==> config.mk <==
export PLATFORM = sky130hd
export DESIGN_NAME = pred_update_unit
export DESIGN_NICKNAME = d
export VERILOG_FILES = /design/src/rtl/pred_pkg.sv /design/src/rtl/pred_upd_fifo.sv /design/src/rtl/pred_update_unit.sv
export SDC_FILE = /design/constraint.sdc
export NUM_CORES = 1
export LEC_CHECK = 0
export ABC_AREA = 1
export BUFFER_PORTS_ARGS = -buffer_cell sky130_fd_sc_hd__buf_2
export CORE_ASPECT_RATIO = 2
export CORE_MARGIN = 2
export CORE_UTILIZATION = 40
export CTS_CLUSTER_SIZE = 30
export DETAILED_ROUTE_END_ITERATION = 6
export PLACE_DENSITY = 0.69
export SETUP_SLACK_MARGIN = 0.5
export SLEW_MARGIN = 20
export SYNTH_ARGS = -nofsm -noshare
export SYNTH_HDL_FRONTEND = slang
export SYNTH_HIERARCHICAL = 1
export SYNTH_SLANG_ARGS = --single-unit
==> constraint.sdc <==
create_clock -name clk -period 9.4 [get_ports clk]
set_clock_uncertainty 0.2 [all_clocks]
set_input_delay 0.47 -clock clk [delete_from_list [all_inputs] [get_ports clk]]
set_output_delay 0.47 -clock clk [all_outputs]
set_load 0.01 [all_outputs]
==> src/rtl/pred_pkg.sv <==
// Shared branch-predictor types: ins_type encodings, the orientation-update
// queue entry, and the misprediction test used by the update unit.
package pred_pkg;

    localparam logic [1:0] BR_COND = 2'b00;
    localparam logic [1:0] BR_JUMP = 2'b01;
    localparam logic [1:0] BR_CALL = 2'b10;
    localparam logic [1:0] BR_RET  = 2'b11;

    typedef struct packed {
        logic [31:0] pc;
        logic        taken;
    } upd_entry_t;

    // Target only matters when both fetch and EX agree the branch was taken.
    function automatic logic is_mispredict(input logic        pred_taken,
                                           input logic        taken,
                                           input logic [31:0] pred_target,
                                           input logic [31:0] target);
        return (pred_taken != taken) || (pred_taken && taken && (pred_target != target));
    endfunction

endpackage

==> src/rtl/pred_upd_fifo.sv <==
// Orientation-update queue: 2 writes and 1 read per cycle, circular buffer.
// Written entries become visible at the head no earlier than the next cycle.
module pred_upd_fifo
    import pred_pkg::*;
#(
    parameter int QDEPTH = 4,
    parameter int PW     = $clog2(QDEPTH),
    parameter int CW     = $clog2(QDEPTH) + 1
) (
    input  logic          clk,
    input  logic          reset,
    input  logic          wr0_en,
    input  upd_entry_t    wr0_data,
    input  logic          wr1_en,
    input  upd_entry_t    wr1_data,
    input  logic          pop,
    output logic [CW-1:0] count,
    output upd_entry_t    head
);

    upd_entry_t    mem [QDEPTH];
    logic [PW-1:0] wptr;
    logic [PW-1:0] rptr;
    logic [PW-1:0] wptr_p1;
    logic [1:0]    n_enq;
    upd_entry_t    first_data;

    assign n_enq      = {1'b0, wr0_en} + {1'b0, wr1_en};
    assign wptr_p1    = wptr + PW'(1);
    // A lone lane-1 write still lands in the first free slot.
    assign first_data = wr0_en ? wr0_data : wr1_data;
    assign head       = mem[rptr];

    always_ff @(posedge clk) begin
        if (reset) begin
            wptr  <= '0;
            rptr  <= '0;
            count <= '0;
        end else begin
            wptr  <= wptr + PW'(n_enq);
            rptr  <= rptr + PW'(pop);
            count <= count + CW'(n_enq) - CW'(pop);
        end
    end

    always_ff @(posedge clk) begin
        if (!reset) begin
            if (wr0_en || wr1_en) mem[wptr] <= first_data;
            if (wr0_en && wr1_en) mem[wptr_p1] <= wr1_data;
        end
    end

endmodule

==> src/rtl/pred_update_unit.sv <==
// Resolves two EX branch lanes into a one-cycle mispredict report and a queue
// of conditional-branch outcomes. Optional counters behind PRED_UPD_STAT_EN.
module pred_update_unit
    import pred_pkg::*;
#(
    parameter int QDEPTH = 4
) (
    input  logic        clk,
    input  logic        reset,
    input  logic        ex0_valid,
    input  logic [31:0] ex0_pc,
    input  logic [1:0]  ex0_ins_type,
    input  logic        ex0_pred_taken,
    input  logic [31:0] ex0_pred_target,
    input  logic        ex0_taken,
    input  logic [31:0] ex0_target,
    input  logic        ex1_valid,
    input  logic [31:0] ex1_pc,
    input  logic [1:0]  ex1_ins_type,
    input  logic        ex1_pred_taken,
    input  logic [31:0] ex1_pred_target,
    input  logic        ex1_taken,
    input  logic [31:0] ex1_target,
    input  logic        flush,
    output logic        stall,
    output logic        branch_mistaken,
    output logic [31:0] wrong_pc,
    output logic [31:0] right_target,
    output logic [1:0]  ins_type_w,
    output logic        update_orien_en,
    output logic [31:0] retire_pc,
    output logic        right_orien
`ifdef PRED_UPD_STAT_EN
    ,
    output logic [31:0] stat_br_cnt,
    output logic [31:0] stat_mis_cnt
`endif
);

    localparam int CW = $clog2(QDEPTH) + 1;

    logic [CW-1:0] count;
    upd_entry_t    head;
    logic          gate;
    logic          acc0;
    logic          acc1;
    logic          mis0;
    logic          keep1;
    logic          mis1;
    logic          wr0;
    logic          wr1;

    assign stall = count > CW'(QDEPTH - 2);
    assign gate  = !stall && !flush && !branch_mistaken;
    assign acc0  = ex0_valid && gate;
    assign acc1  = ex1_valid && gate;
    assign mis0  = acc0 && is_mispredict(ex0_pred_taken, ex0_taken, ex0_pred_target, ex0_target);
    // An older mispredict squashes the younger lane entirely.
    assign keep1 = acc1 && !mis0;
    assign mis1  = keep1 && is_mispredict(ex1_pred_taken, ex1_taken, ex1_pred_target, ex1_target);
    assign wr0   = acc0 && (ex0_ins_type == BR_COND);
    assign wr1   = keep1 && (ex1_ins_type == BR_COND);

    pred_upd_fifo #(.QDEPTH(QDEPTH)) u_fifo (
        .clk      (clk),
        .reset    (reset),
        .wr0_en   (wr0),
        .wr0_data ('{pc: ex0_pc, taken: ex0_taken}),
        .wr1_en   (wr1),
        .wr1_data ('{pc: ex1_pc, taken: ex1_taken}),
        .pop      (update_orien_en),
        .count    (count),
        .head     (head)
    );

    assign update_orien_en = (count != '0);
    assign retire_pc       = update_orien_en ? head.pc : 32'd0;
    assign right_orien     = update_orien_en && head.taken;

    always_ff @(posedge clk) begin
        if (reset) begin
            branch_mistaken <= 1'b0;
            wrong_pc        <= '0;
            right_target    <= '0;
            ins_type_w      <= '0;
        end else begin
            branch_mistaken <= mis0 || mis1;
            if (mis0) begin
                wrong_pc     <= ex0_pc;
                right_target <= ex0_taken ? ex0_target : ex0_pc + 32'd4;
                ins_type_w   <= ex0_ins_type;
            end else if (mis1) begin
                wrong_pc     <= ex1_pc;
                right_target <= ex1_taken ? ex1_target : ex1_pc + 32'd4;
                ins_type_w   <= ex1_ins_type;
            end
        end
    end

`ifdef PRED_UPD_STAT_EN
    logic [32:0] br_sum;

    assign br_sum = {1'b0, stat_br_cnt} + 33'(wr0) + 33'(wr1);

    always_ff @(posedge clk) begin
        if (reset) begin
            stat_br_cnt  <= '0;
            stat_mis_cnt <= '0;
        end else begin
            stat_br_cnt <= br_sum[32] ? '1 : br_sum[31:0];
            if ((mis0 || mis1) && (stat_mis_cnt != '1)) stat_mis_cnt <= stat_mis_cnt + 32'd1;
        end
    end
`endif

endmodule

Word level (Yosys, flattened, before mapping)
Memories as Yosys holds them, arrays and structs flattened. A register that Yosys moved wholly into a read port is not among the register bits.
Index checks and enable logic that the tools add are counted.
{"block": "classes", "addsub": 8, "magnitude_cmp": 1, "eq_ne": 4, "n_mux": 17, "reduce_logical": 27}
{"operator": "32-bit 2-to-1 mux", "n": 7}
{"operator": "32-bit by 3-bit adder with 32-bit output, second input constant", "n": 2}
{"operator": "32-bit inequality test", "n": 2}
{"operator": "33-bit 2-to-1 mux", "n": 1}
{"operator": "1-bit logical AND", "n": 15}
{"operator": "1-bit 2-to-1 mux", "n": 6}
{"operator": "2-bit 2-to-1 mux", "n": 3}
{"operator": "1-bit zero test", "n": 4}
{"operator": "2-bit zero test", "n": 2}
{"operator": "1-bit logical OR", "n": 4}
{"operator": "3-bit by 2-bit adder with 3-bit output", "n": 1}
{"operator": "3-bit by 2-bit > comparator with 1-bit output, second input constant", "n": 1}
{"operator": "3-bit nonzero test", "n": 1}
{"operator": "3-bit by 1-bit subtractor with 3-bit output", "n": 1}
{"operator": "1-bit by 1-bit adder with 2-bit output", "n": 1}
{"operator": "2-bit by 1-bit adder with 2-bit output", "n": 1}
{"operator": "2-bit by 1-bit adder with 2-bit output, second input constant", "n": 1}
{"operator": "2-bit adder", "n": 1}
{"operator": "1-bit inequality test", "n": 2}
{"operator": "2-bit nonzero test", "n": 1}
{"block": "word_totals", "regBits": 74, "ramBits": 132, "inputBits": 205, "out_inout_bits": 102, "wordCells": 65, "memories": 1}
{"name": "u_fifo.mem", "depth": 4, "width": 33, "rd": 1, "rd_clocked_by_memory_dff": 1, "write_ports": 2, "line": "pred_upd_fifo.sv:21", "rtl": "upd_entry_t mem [QDEPTH];"}

Logic depth before layout (Yosys ltp)
{"block": "depth", "depth_word": 13, "mapped_depth": 27}

Modules after synthesis
The synthesis kept the hierarchy.
{"module": "pred_upd_fifo", "n_inst": 1, "cells_each": 923, "area_per_inst_um2": 7726.2, "seq_area_each_um2": 4103.9}
{"module": "pred_update_unit", "n_inst": 1, "cells_each": 1347, "area_per_inst_um2": 7342.0, "seq_area_each_um2": 1341.3}

Worst setup path before layout
OpenSTA, ideal clock, no wires.
{"block": "synth_timing", "path_kind": "in2reg", "startpoint": "input port ex0_pred_target[4]", "endpoint": "memory u_fifo/mem[1][0] (netlist name) (enable)", "setup_time_ns": 0.469, "arrival_time_ns": 4.529, "required_time_ns": 8.731, "path_slack_ns": 4.202, "cell_stages": 17, "path_buffers": 2, "path_cell_list": "xnor2_1 -> nand2_1 -> nor2_1 -> nand2_1 -> nor2_1 -> nand2_1 -> nand2_1 -> nand2_2 -> nand2_4 -> buf_4 -> buf_4 -> nand2_1 -> nor3_2 -> inv_1 -> ha_1 -> or2_2 -> o21ai_0"}
{"element": "from (decl)", "line": "pred_update_unit.sv:14", "rtl": "input logic [31:0] ex0_pred_target,"}
{"element": "to (decl)", "line": "pred_upd_fifo.sv:21"}

==> flow_metrics.tcl <==
set metrics [dict create \
    grt_use_total_pct 28.9 \
    syn_area_per_cell_um2 6.64 \
    powerDensity_nw_per_um2 187 \
    clockBufferDepth 3 \
    p_sw_share_pct 39.3 \
    arrival_ns 5.22 \
    setup_viol 0 \
    setup_tns_ns 0 \
    fp.dieW_um 141 \
    die_h_um 278 \
    yosysWarnings 6 \
    clkPwrFrac_pct 25.9 \
    r2r-start "u_fifo/count[0]" \
    hp-class "primary input to flop" \
    sequentialPowerShare_pct 34.3 \
    antenna_found_initial 5 \
    setup.worst_path.start "ex0_pred_target[7]" \
    cts_tree "built" \
    cp_max_fo 70 \
    rsz0062_at_grt "false" \
    antenna_left 0 \
    wl_mm 58.2 \
    start_util_pct 40.5 \
    syn-num-nets 2487 \
    cts_buffers 20 \
    grt_pass1_vias 15200 \
    hold_start "reset" \
    status "complete, no violations" \
    worstPathRequired_ns 9.36 \
    maxClockFrequency_mhz 190 \
    grt_pass1_wl_mm 86.4 \
    ys_types 39 \
    combPwrFrac_pct 39.8 \
    drc 0 \
    drive_above_1_share_pct 17.6 \
    p_int_mw 1.97 \
    wl_met3_mm 3.34 \
    top_layer_used "met5" \
    place_congestion 0.941 \
    dieArea_um2 39300 \
    core_area_um2 37200 \
    p_leak_nw 8.47 \
    holdBufCountCts 0 \
    drv_slew 0 \
    rrSetupSlack_ns 4.39 \
    grt-ovfl-total 0 \
    dp_slack_ns 3.79 \
    synth-seq-cells 206 \
    layout.nets 2706 \
    routedLengthMet1_mm 19.7 \
    slew_headroom_pct 32.0 \
    grt_max_degree 89 \
    drt-pass1-iter-count 6 \
    finalWorstPathRequiredPeriod_ns 5.25 \
    post-dp-hpwl_mm 43.8 \
    wl_per_cell_um 19.6 \
    drv_cap 0 \
    drtIter0Drc 1141 \
    viasPerCell 5.30 \
    cp-end-kind "flop" \
    setup_slack_ns 4.15 \
    worstSetupPathType "primary input to flop" \
    root_buffer "clkbuf_16" \
    hold_viol 0 \
    switchingPower_mw 1.27 \
    fin_crit_sh_pct 55.9 \
    post-cts-setup-buffers 0 \
    vias 15700 \
    cts-htree-levels 1 \
    io_pins 307 \
    rows 100 \
    peakVddDrop_uv 114 \
    numClockSinks 206 \
    io_buffers 306 \
    whs_ns 0.0954 \
    synth.yosys.seq_area_share_pct 36.1 \
    clk_pin_slew_ns 0.07 \
    insertion_delay_ns 0.53 \
    synth_area_um2 15100 \
    met2WireLength_mm 29.7 \
    start_kind "primary input" \
    area_growth_pct 14.9 \
    worstMarginPinSlew_ns 1.02 \
    cts.repair.resized 0 \
    synthCells 2270 \
]
Yosys cell counts, drive strengths merged:
cell type  instances  share of area (%)
o211ai            33                1.6
fa                 1               0.13
o31ai              2               0.10
clkinv             1              0.025
xnor2             62                3.6
nor3               9               0.33
o21bai             4               0.20
nand3            169                5.7
clkbuf            37               0.92
dfxtp             74                9.8
ha                11               0.91
nor2             275                7.9
nand4              7               0.29
a31oi              5               0.21
or2                4               0.17
o21ai            172                5.8
nand3b            75                3.7
buf               90                3.8
nand2            828                 21
nor4               3               0.12
a21oi             43                1.4
xor2               7               0.41
edfxtp           132                 26
inv              225                5.6
a31o               1              0.058
power by group through the flow:
| stage | sequential (mW) | clock, mW | combinational, mW |
|---|---|---|---|
| after floorplan | 1.12 | 0 | 0.843 |
| after global placement | 1.13 | 0 | 1.28 |
| after detailed placement | 1.13 | 0 | 1.30 |
| after CTS | 1.11 | 0.848 | 1.31 |
| after global routing | 1.12 | 0.879 | 1.45 |
| final | 1.11 | 0.840 | 1.29 |
metal layers:
metal  vias up  track usage (%)
met3       199             3.20
met2       726             52.4
met5         -                0
li1       7665                -
met4         2             23.2
met1      7126             29.4
layout make-up:
cell class,count,area [µm²]
Multi-Input combinational cell,1711,8100
Clock inverter,14,130
Sequential cell,206,5450
Clock buffer,22,529
Fill cell,3819,19900
Antenna cell,4,10.0
Timing Repair Buffer,324,1670
Inverter,226,848
Tap cell,459,574
flip-flops by register name, indices dropped and copies added (netlist names):
name and cells:
u_fifo/mem 132, right_target 32, wrong_pc 32, u_fifo/count 3, ins_type_w 2, u_fifo/rptr 2
u_fifo/wptr 2, branch_mistaken 1
placed cells by master, fill, tap and decap left out, types with 7 or more instances in the layout:
cell type | netlist | final
nand4_1 | 7 | 7
buf_4 | 17 | 18
inv_1 | 219 | 218
clkinv_1 | 1 | 7
nand2_1 | 821 | 820
o21ai_2 | 4 | 8
nand3_1 | 167 | 167
dfxtp_1 | 74 | 72
o211ai_1 | 33 | 33
buf_2 | 51 | 306
nand2_2 | 6 | 7
nor2_2 | 47 | 47
edfxtp_1 | 132 | 132
nor2_1 | 223 | 222
ha_1 | 11 | 11
o21ai_1 | 60 | 60
xor2_1 | 7 | 7
clkbuf_16 | 0 | 21
xnor2_1 | 62 | 62
inv_2 | 6 | 7
nor3_1 | 8 | 8
o21ai_0 | 108 | 104
a21oi_1 | 43 | 43
nand3b_1 | 75 | 75
cell families (layout without fill, tap and decap cells):
logic type,count (synthesis),in the layout,share of synthesized area (%)
and+or+nand+nor,1370,1370,39.0
AOI/OAI and AO/OA,260,260,9.45
xor gates and xnor gates,69,69,4.01
other,0,4,0
buffers and inverters,353,586,10.3
DFF,206,206,36.1
adders and majority gates,12,12,1.05
through the flow:
| stage | instances | power, mW | util (%) | cell area (µm²) |
|---|---|---|---|---|
| 6_report | 2966 | 3.24 | 46.6 | 17300 |
| 5_1_grt | 2966 | 3.45 | 46.6 | 17300 |
| 4_1_cts | 2962 | 3.27 | 46.6 | 17300 |
| 3_5_place_dp | 2926 | 2.43 | 44.8 | 16600 |
| 3_3_place_gp | 2926 | 2.41 | 44.8 | 16600 |
| 2_1_floorplan | 2270 | 1.96 | - | 15100 |
worst max-delay path: stages:
cell and delay, ns:
buf_2 0.11, xnor2_1 0.15, nand2_1 0.08, nor2_1 0.12, nand2_1 0.09, nor2_1 0.16
nand2_1 0.07, nand2_1 0.08, nand2_2 0.05, buf_4 0.31, nand2_4 0.52, nand2_1 0.13
nor3_2 0.17, ha_1 0.21, inv_2 0.08, nor2_8 0.71, nand2_2 0.71, o21ai_2 0.37
buf_4 0.45
worst paths after layout:
check	to	depth (start not counted)
worst min register to register	right_target[2]	3
worst max register to register	u_fifo/mem[3][11]	13
worst min-delay path	u_fifo/rptr[0]	2
worst max-delay path	u_fifo/mem[3][11]	19
No activity file was read; power rests on OpenSTA's default activity.
